[src/rtl/tau_dip_search_if.sv]
// -----------------------------------------------------------------------------
// tau_dip_search_if
//   Handshake and result bundle for the tau_dip_search stage.
//
//   master : upstream/controller side (drives start, average, samples)
//   slave  : the tau_dip_search block itself
//
//   start      frame start request, honoured only while the block is idle
//   average    frame average, captured when start is accepted
//   in_valid   d' sample valid
//   in_data    d'(tau), tau increasing from 0
//   in_ready   sample accepted when in_valid & in_ready
//   busy       frame in progress
//   done       one-cycle result strobe
//   tau_out    selected tau
//   tau_value  d' at the selected tau
//   found      a threshold crossing occurred in this frame
// -----------------------------------------------------------------------------
interface tau_dip_search_if #(
   parameter int DATA_WIDTH = 64,
   parameter int TAU_BITS   = 8
);
   logic                  start;
   logic [DATA_WIDTH-1:0] average;
   logic                  in_valid;
   logic [DATA_WIDTH-1:0] in_data;
   logic                  in_ready;
   logic                  busy;
   logic                  done;
   logic [TAU_BITS-1:0]   tau_out;
   logic [DATA_WIDTH-1:0] tau_value;
   logic                  found;

   modport master (
      output start, average, in_valid, in_data,
      input  in_ready, busy, done, tau_out, tau_value, found
   );

   modport slave (
      input  start, average, in_valid, in_data,
      output in_ready, busy, done, tau_out, tau_value, found
   );
endinterface

[src/rtl/tau_dip_search.sv]
// -----------------------------------------------------------------------------
// tau_dip_search
//   Streaming min-tau search for the YIN pitch pipeline. Consumes one
//   cumulative-mean-normalised difference d'(tau) per handshake for
//   tau = 0..MAX_TAU-1 and reports the local minimum of the first dip below
//   the absolute threshold (average*THRESH_NUM >> THRESH_SHIFT). Without a
//   crossing it reports the global minimum (FALLBACK_GLOBAL=1) or tau 0.
//   The whole frame is always consumed, so the result appears exactly one
//   cycle after the last sample handshake.
//
//   Ports:
//     clk    rising-edge clock
//     reset  asynchronous, active-low reset
//     bus    tau_dip_search_if.slave (start/average, sample stream, result)
// -----------------------------------------------------------------------------
module tau_dip_search #(
   parameter int DATA_WIDTH      = 64,
   parameter int TAU_BITS        = 8,
   parameter int MAX_TAU         = 40,
   parameter int MIN_TAU         = 2,
   parameter int THRESH_NUM      = 13,
   parameter int THRESH_SHIFT    = 7,
   parameter bit FALLBACK_GLOBAL = 1'b1
) (
   input logic             clk,
   input logic             reset,
   tau_dip_search_if.slave bus
);
   localparam int PROD_W = DATA_WIDTH + 16;

   typedef enum logic [2:0] {
      S_IDLE, S_THRESH, S_SCAN, S_DESCEND, S_DRAIN, S_DONE
   } state_t;

   state_t state_q, state_d;

   logic [DATA_WIDTH-1:0] avg_q, thresh_q, thresh_d;
   logic [PROD_W-1:0]     prod, prod_sh;
   logic [TAU_BITS-1:0]   idx_q;
   logic [TAU_BITS-1:0]   gmin_tau_q, gmin_tau_d, cand_tau_q, cand_tau_d, res_tau_q, res_tau_d;
   logic [DATA_WIDTH-1:0] gmin_val_q, gmin_val_d, cand_val_q, cand_val_d, res_val_q, res_val_d;
   logic                  gmin_vld_q, gmin_vld_d, found_q, found_d;
   logic                  ready_c, busy_c, done_c;
   logic                  start_acc, accept, last, qualifies, below_thr, below_cand;

   assign start_acc  = (state_q == S_IDLE) && bus.start;
   assign accept     = bus.in_valid && ready_c;
   assign last       = accept && (int'(idx_q) == MAX_TAU - 1);
   assign qualifies  = int'(idx_q) >= MIN_TAU;
   assign below_thr  = bus.in_data < thresh_q;
   assign below_cand = bus.in_data < cand_val_q;

   // -------------------------------------------------------------- state reg
   // NOTE: sequential state uses non-blocking (<=) so every flop samples the
   // pre-edge values; blocking here would create order-dependent simulation.
   always_ff @(posedge clk or negedge reset) begin
      if (!reset) state_q <= S_IDLE;
      else        state_q <= state_d;
   end

   // ------------------------------------------------------------- next state
   // NOTE: default assignment first so no path leaves state_d unassigned,
   // which would otherwise infer a latch.
   always_comb begin
      state_d = state_q;
      unique case (state_q)
         S_IDLE:    if (bus.start) state_d = S_THRESH;
         S_THRESH:  state_d = S_SCAN;
         S_SCAN:    if (last)                                state_d = S_DONE;
                    else if (accept && qualifies && below_thr) state_d = S_DESCEND;
         S_DESCEND: if (last)                                state_d = S_DONE;
                    else if (accept && !below_cand)          state_d = S_DRAIN;
         S_DRAIN:   if (last)                                state_d = S_DONE;
         S_DONE:    state_d = S_IDLE;
         default:   state_d = S_IDLE;
      endcase
   end

   // ---------------------------------------------------------------- outputs
   always_comb begin
      ready_c = 1'b0;
      busy_c  = 1'b0;
      done_c  = 1'b0;
      unique case (state_q)
         S_THRESH:                   busy_c = 1'b1;
         S_SCAN, S_DESCEND, S_DRAIN: begin ready_c = 1'b1; busy_c = 1'b1; end
         S_DONE:                     done_c = 1'b1;
         default: ;
      endcase
   end

   assign bus.in_ready  = ready_c;
   assign bus.busy      = busy_c;
   assign bus.done      = done_c;
   assign bus.tau_out   = res_tau_q;
   assign bus.tau_value = res_val_q;
   assign bus.found     = found_q;

   // -------------------------------------------------------------- threshold
   // THRESH_NUM is at most 16 bits, so the product cannot overflow PROD_W.
   always_comb begin
      prod     = PROD_W'(avg_q) * PROD_W'(THRESH_NUM);
      prod_sh  = prod >> THRESH_SHIFT;
      thresh_d = (|prod_sh[PROD_W-1:DATA_WIDTH]) ? '1 : prod_sh[DATA_WIDTH-1:0];
   end

   // --------------------------------------------------------- search datapath
   // Next values are formed combinationally so the result registers can be
   // loaded on the last handshake with that sample already folded in.
   always_comb begin
      gmin_tau_d = gmin_tau_q;
      gmin_val_d = gmin_val_q;
      gmin_vld_d = gmin_vld_q;
      cand_tau_d = cand_tau_q;
      cand_val_d = cand_val_q;
      found_d    = found_q;
      if (start_acc) begin
         gmin_tau_d = '0;
         gmin_val_d = '0;
         gmin_vld_d = 1'b0;
         cand_tau_d = '0;
         cand_val_d = '0;
         found_d    = 1'b0;
      end else if (accept) begin
         if (state_q == S_SCAN && qualifies) begin
            // Strict compare keeps the earliest index on ties.
            if (!gmin_vld_q || bus.in_data < gmin_val_q) begin
               gmin_tau_d = idx_q;
               gmin_val_d = bus.in_data;
               gmin_vld_d = 1'b1;
            end
            if (below_thr) begin
               cand_tau_d = idx_q;
               cand_val_d = bus.in_data;
               found_d    = 1'b1;
            end
         end else if (state_q == S_DESCEND && below_cand) begin
            cand_tau_d = idx_q;
            cand_val_d = bus.in_data;
         end
      end

      if (found_d) begin
         res_tau_d = cand_tau_d;
         res_val_d = cand_val_d;
      end else if (FALLBACK_GLOBAL) begin
         res_tau_d = gmin_tau_d;
         res_val_d = gmin_val_d;
      end else begin
         res_tau_d = '0;
         res_val_d = '0;
      end
   end

   always_ff @(posedge clk or negedge reset) begin
      if (!reset) begin
         avg_q      <= '0;
         thresh_q   <= '0;
         idx_q      <= '0;
         gmin_tau_q <= '0;
         gmin_val_q <= '0;
         gmin_vld_q <= 1'b0;
         cand_tau_q <= '0;
         cand_val_q <= '0;
         found_q    <= 1'b0;
         res_tau_q  <= '0;
         res_val_q  <= '0;
      end else begin
         if (start_acc)              avg_q    <= bus.average;
         if (state_q == S_THRESH)    thresh_q <= thresh_d;
         if (start_acc)              idx_q    <= '0;
         else if (accept)            idx_q    <= idx_q + TAU_BITS'(1);
         gmin_tau_q <= gmin_tau_d;
         gmin_val_q <= gmin_val_d;
         gmin_vld_q <= gmin_vld_d;
         cand_tau_q <= cand_tau_d;
         cand_val_q <= cand_val_d;
         found_q    <= found_d;
         if (last) begin
            res_tau_q <= res_tau_d;
            res_val_q <= res_val_d;
         end
      end
   end
endmodule

[src/flat_wrapper.sv]
// flat-port wrapper written by rule: the top's interface ports become plain ports
module tau_dip_search_flat 
#(
   parameter int DATA_WIDTH      = 64,
   parameter int TAU_BITS        = 8,
   parameter int MAX_TAU         = 40,
   parameter int MIN_TAU         = 2,
   parameter int THRESH_NUM      = 13,
   parameter int THRESH_SHIFT    = 7,
   parameter bit FALLBACK_GLOBAL = 1'b1
)
  (clk, reset, bus_start, bus_average, bus_in_valid, bus_in_data, bus_in_ready, bus_busy, bus_done, bus_tau_out, bus_tau_value, bus_found);
  tau_dip_search_if #(.DATA_WIDTH(DATA_WIDTH), .TAU_BITS(TAU_BITS)) bus_i ();
  input logic clk;
  input logic reset;
  input wire logic [$bits(bus_i.start)-1:0] bus_start;
  input wire logic [$bits(bus_i.average)-1:0] bus_average;
  input wire logic [$bits(bus_i.in_valid)-1:0] bus_in_valid;
  input wire logic [$bits(bus_i.in_data)-1:0] bus_in_data;
  output wire logic [$bits(bus_i.in_ready)-1:0] bus_in_ready;
  output wire logic [$bits(bus_i.busy)-1:0] bus_busy;
  output wire logic [$bits(bus_i.done)-1:0] bus_done;
  output wire logic [$bits(bus_i.tau_out)-1:0] bus_tau_out;
  output wire logic [$bits(bus_i.tau_value)-1:0] bus_tau_value;
  output wire logic [$bits(bus_i.found)-1:0] bus_found;
  assign bus_i.start = bus_start;
  assign bus_i.average = bus_average;
  assign bus_i.in_valid = bus_in_valid;
  assign bus_i.in_data = bus_in_data;
  assign bus_in_ready = bus_i.in_ready;
  assign bus_busy = bus_i.busy;
  assign bus_done = bus_i.done;
  assign bus_tau_out = bus_i.tau_out;
  assign bus_tau_value = bus_i.tau_value;
  assign bus_found = bus_i.found;
  tau_dip_search #(.DATA_WIDTH(DATA_WIDTH), .TAU_BITS(TAU_BITS), .MAX_TAU(MAX_TAU), .MIN_TAU(MIN_TAU), .THRESH_NUM(THRESH_NUM), .THRESH_SHIFT(THRESH_SHIFT), .FALLBACK_GLOBAL(FALLBACK_GLOBAL)) u_core (.clk(clk), .reset(reset), .bus(bus_i));
endmodule
[config.mk]
export PLATFORM = sky130hd
export DESIGN_NAME = tau_dip_search_flat
export DESIGN_NICKNAME = d
export VERILOG_FILES = /design/src/rtl/tau_dip_search_if.sv /design/src/rtl/tau_dip_search.sv /design/src/flat_wrapper.sv
export SDC_FILE = /design/constraint.sdc
export NUM_CORES = 1
export LEC_CHECK = 0
export CAP_MARGIN = 20
export CORE_MARGIN = 1
export CORE_UTILIZATION = 59
export CTS_CLUSTER_SIZE = 8
export DETAILED_ROUTE_END_ITERATION = 10
export DONT_BUFFER_PORTS = 1
export PLACE_DENSITY = 0.82
export SYNTH_ARGS = -nofsm -noshare
export SYNTH_HDL_FRONTEND = slang
export SYNTH_SLANG_ARGS = --single-unit
export TNS_END_PERCENT = 30
[constraint.sdc]
create_clock -name clk -period 4.1 [get_ports clk]
set_clock_uncertainty 0.2 [all_clocks]
set_input_delay 0.205 -clock clk [delete_from_list [all_inputs] [get_ports clk]]
set_output_delay 0.205 -clock clk [all_outputs]
set_load 0.05 [all_outputs]
; Word level (Yosys, flattened, before mapping)
; Index checks and enable logic that the tools add are counted.
[word_totals]
ff_bits = 354
in_bits = 132
word_cells = 87
[classes]
addsub = 1
n_mul = 1
n_lt_le_gt_ge = 4
n_eq_ne = 10
mux = 40
reduce_logical = 19
[ops]
columns = operator, n
row1 = 64-bit two-way mux, 10
row2 = 64-bit < comparator, 2
row3 = 8-bit two-way mux, 12
row4 = 64-bit by 4-bit multiplier with 68-bit output (second input constant), 1
row5 = 64-bit by 61-bit < comparator with 1-bit output, 1
row6 = 3-bit two-way mux, 6
row7 = 3-bit case mux with 5 select lines, 1
row8 = 1-bit two-way mux, 11
row9 = 8-bit by 1-bit adder with 8-bit output (second input constant), 1
row10 = 8-bit by 7-bit == test with 1-bit output (second input constant), 1
row11 = 8-bit by 2-bit >= comparator with 1-bit output (second input constant), 1
row12 = 1-bit logical AND, 8
row13 = 3-bit by 2-bit == test with 1-bit output (second input constant), 2
row14 = 3-bit == test (second input constant), 2
row15 = 3-bit by 1-bit inequality test with 1-bit output (second input constant), 2
row16 = 2-bit nonzero test, 3
row17 = 4-bit AND reduction, 1
row18 = 4-bit OR reduction, 1
row19 = 3-bit by 1-bit == test with 1-bit output (second input constant), 1
row20 = 3-bit zero test, 1
row21 = 3-bit AND reduction, 1
row22 = 3-bit OR reduction, 1
row23 = 1-bit zero test, 2
row24 = 2-bit by 1-bit inequality test with 1-bit output (second input constant), 1
row25 = 2 further kinds, 2

; Depth between registers and ports, before layout
[logic_depth]
ltp_word = 9
depth_mapped = 15
depth_no_buf = 14

; Worst setup path after synthesis
; No wires, ideal clock.
[synth_timing]
kind = register to register
start = register u_core.avg_q[11]
end = register u_core.thresh_q[34]
setup_time_ns = 0.069
t_arrival_ns = 3.536
slack_ns = 0.295
path_stages_with_launch = 16
synth_period_minus_slack_ns = 3.805
path_cell_list = dfrtp_1 -> ha_1 -> inv_1 -> fa_1 -> inv_1 -> ha_1 -> clkbuf_1 -> a21oi_1 -> o21ai_0 -> a211oi_1 -> o311ai_0 -> nor2_1 -> o21bai_1 -> a21boi_0 -> or4b_1 -> nand3_1
[synth_between]
elab_chain_cells = 1
[synth_rtl]
columns = element, line_no
row1 = "start, declared", tau_dip_search.sv:37  ; logic [DATA_WIDTH-1:0] avg_q, thresh_q, thresh_d;
row2 = "start signal, assigned", tau_dip_search.sv:169  ; if (start_acc) avg_q <= bus.average;
row3 = 64-bit by 4-bit multiplier with 68-bit output, tau_dip_search.sv:102  ; prod = PROD_W'(avg_q) * PROD_W'(THRESH_NUM);
row4 = "end signal, assigned", tau_dip_search.sv:170  ; if (state_q == S_THRESH) thresh_q <= thresh_d;
row5 = "end, declared", tau_dip_search.sv:37
; Every way passes these cells.
; A chain may end at the register's enable or synchronous reset.

; Worst setup path in the final report
[layout_timing]
start = register u_core.avg_q[26]
end = register u_core.thresh_q[32]
; Same word-level chain as after synthesis.

==> metrics.yaml <==
critPathLaunchType: "flip-flop"
synth_top_cell_by_area: "dfrtp_1"
worstSetupPathType: "flip-flop to flip-flop"
cts.path.max_buffers: 3
synth_edf_count: 0
cts_tree: "yes"
drive_gt1_share_pct: 9.44
syn_area_um2: 25600
crit_fanout: 3
grtUsageTotal_pct: 33.2
cts_buffers: 50
design_area_um2: 29700
grt_setup_unrepaired: "true"
yosysTopAreaCellShare_pct: 34.6
fin_nets: 3515
fp.coreArea_um2: 43000
overflow: 0
min_period_over_period_pct: 99.1
dieWidth_um: 210
min_period_ns: 4.06
grt_pass1_wl_mm: 117
maxSlewHeadroom_pct: 22.9
drtIter0Drc: 2003
cts-root-buf: "clkbuf_16"
syn_to_final_growth_pct: 15.7
syn_inst: 2828
cts_hold_buf: 142
synthMuxAreaShare_pct: 5.80
finalWeightedCongestion: 0.896
drtPass1Iterations: 6
synth_simple_gate_area_share_pct: 10.9
crit_path_end_kind: "flip-flop"
synth_adder_area_share_pct: 20.2
synthesis.nets: 3338
vias_per_cell: 6.04
seq_area_frac_synth_pct: 34.6
ys_warn_count: 0
dp_hpwl_mm: 50.7
drt_drc_violations_left: 0
fmax_mhz: 246
chipHeight_um: 210
synth-compound-area-share_pct: 17.4
io_pins: 208
min_path_type: "primary input to async pin"
synth_xor_area_share_pct: 2.12
yosys_register_bits: 354
vias: 21700
drv_slew: 0
start_util_pct: 59.7
routed_wl_mm: 73.3
ys_types: 78
grt_pass1_vias: 22300
synth_area_leaders: "dfrtp_1 35%, ha_1 16%, inv_1 6.7%, fa_1 4.7%, o21ai_0 4.6%"
synthFlopType: "dfrtp_1"
status: "finished with violations"
hold_viol: 354
hold_ws_ns: -0.884
grt_max_degree: 355
crit_required_ns: 4.32
h-tree-depth: 2
worst_pin_slew_ns: 1.16
setup_viol: 0
clkLatencyLatePin_ns: 0.60
synth_top_family_by_area: "adder cells"
wire_per_inst_um: 20.4
die_area_um2: 44300
placed_area_um2: 26600
violations: "hold timing"
antenna_found_initial: 2
num_rows: 76
io_buffers: 0
maxCapViolCount: 0
clkSinkCount: 354
critPathArrivalTime_ns: 4.29
syn_avg_cell_area_um2: 9.07
clkSlewWorstSetupHoldPaths_ns: 0.05
ys_async_sr_fraction_pct: 100
ant_nets: 0
-- flip-flops by register name (all words and copies together) (netlist names) --
signal and flops:
u_core.gmin_tau_q 8, u_core.bus.tau_out 8, u_core.gmin_val_q 64, u_core.bus.tau_value 64, u_core.avg_q 64, u_core.thresh_q 61
u_core.state_q 3, u_core.cand_tau_q 8, u_core.cand_val_q 64, u_core.gmin_vld_q 1, u_core.idx_q 8, u_core.bus.found 1
-- synth_stat cells (31+ instances only) --
cell and instances:
a21o_1 31, a21oi_1 145, a22o_1 75, a22oi_1 67, clkbuf_1 62, dfrtp_1 354, fa_1 60, ha_1 318
inv_1 458, mux2_2 65, mux2i_1 74, nand2_1 265, nand3_1 39, nand4_1 53, nor2_1 158, o21ai_0 235
xor2_1 35
-- cells in the final DEF (no fill, tap or decap), types with 6 or more instances in the layout --
cell and n:
a211oi_1 16, a21boi_0 6, a21o_1 31, a21oi_1 140, a22o_1 75, a22oi_1 67
a31o_2 8, a31oi_1 10, and2_1 7, and3_1 11, and4_1 6, buf_12 9
buf_4 89, clkbuf_16 50, dfrtp_1 353, dlygate4sd3_1 142, fa_1 60, ha_1 307
ha_4 9, inv_1 453, mux2_2 65, mux2i_1 74, nand2_1 261, nand2b_1 14
nand3_1 38, nand4_1 53, nor2_1 157, nor2b_1 6, nor3_1 26, o211ai_1 15
o21a_1 12, o21ai_0 225, o21ai_1 14, o21bai_1 16, o31ai_1 7, xnor2_1 27
xor2_1 35
-- final cells by class --
class | count | area (um2)
multi-input combinational | 1900 | 14700
inverter | 458 | 1720
timing repair buffer | 241 | 2280
fill | 3214 | 13300
tap | 585 | 732
sequential | 354 | 8860
antenna | 2 | 5.00
clock inverter | 3 | 66.3
clock buffer | 51 | 1260
-- per-stage QoR --
step	setup TNS, ns	utilization [%]	setup WS (ns)	instances	hold WS, ns
2_1_floorplan	0	-	0.295	2828	-0.291
6_report	0	69.0	0.0360	3594	-0.884
4_1_cts	-0.0179	68.4	-0.0179	3587	-0.902
3_3_place_gp	-0.0966	62.0	-0.0493	3391	-0.276
5_1_grt	-0.347	69.0	-0.0828	3593	-0.896
3_5_place_dp	-0.237	62.0	-0.0830	3391	-0.279
-- metal layers --
layer  vias up  part of all wire [%]  track usage (%)
li1      10100                     -                -
met1     10500                    42             43.5
met2       910                    47             54.0
met3       206                   7.7             6.54
met4         0                   3.9             13.6
met5         -                     0                0
-- critical path: stages (launching register included) --
cell and delay, ns:
dfrtp_1 0.40, ha_1 0.30, inv_2 0.04, fa_1 0.50, inv_2 0.05, ha_4 0.25
nand4_1 0.15, or3_4 0.42, or4_4 0.42, a311oi_2 0.31, buf_4 0.19, nor2_2 0.05
buf_4 0.16, nand2_4 0.07, a41oi_2 0.10, xor2_1 0.21, o21ai_1 0.07
-- cells by family (layout without fill, tap and decap cells) --
group / count (synthesis) / in the layout
AOI/OAI and AO/OA: 700 / 700
DFF: 354 / 354
other: 0 / 2
muxes: 140 / 140
buffers and inverters: 574 / 753
and+or+nand+nor: 620 / 620
xor gates and xnor gates: 62 / 62
adders and majority gates: 378 / 378
-- path summary, 6_finish.rpt --
| kind | to | slack, ns | from | depth (start not counted) |
|---|---|---|---|---|
| hold reg to reg | u_core.thresh_q[38]$_DFFE_PN0P_ | 0.28 | u_core.thresh_q[38]$_DFFE_PN0P_ | 2 |
| setup reg to reg | u_core.thresh_q[32]$_DFFE_PN0P_ | 0.04 | u_core.avg_q[26]$_DFFE_PN0P_ | 16 |
| max in group asynchronous | u_core.avg_q[5]$_DFFE_PN0P_ | 3.56 | reset | 0 |
| setup / recovery | u_core.thresh_q[32]$_DFFE_PN0P_ | 0.04 | u_core.avg_q[26]$_DFFE_PN0P_ | 16 |
| min in group clk | u_core.avg_q[29]$_DFFE_PN0P_ | 0.08 | bus_average[29] | 3 |
| hold / removal | u_core.gmin_val_q[45]$_DFF_PN0_ | -0.88 | reset | 0 |
-- what timing repair did --
item / in CTS / in global routing
buffers inserted: 0 / 5
endpoints found under the hold margin: 626 / 354
pin swaps: 0 / 19
gates resized for setup: 4 / 53
endpoints found under the setup margin: 8 / 31
Power is not shown: default switching activity piles up to over one toggle a cycle in this logic, so the estimate is an artifact.
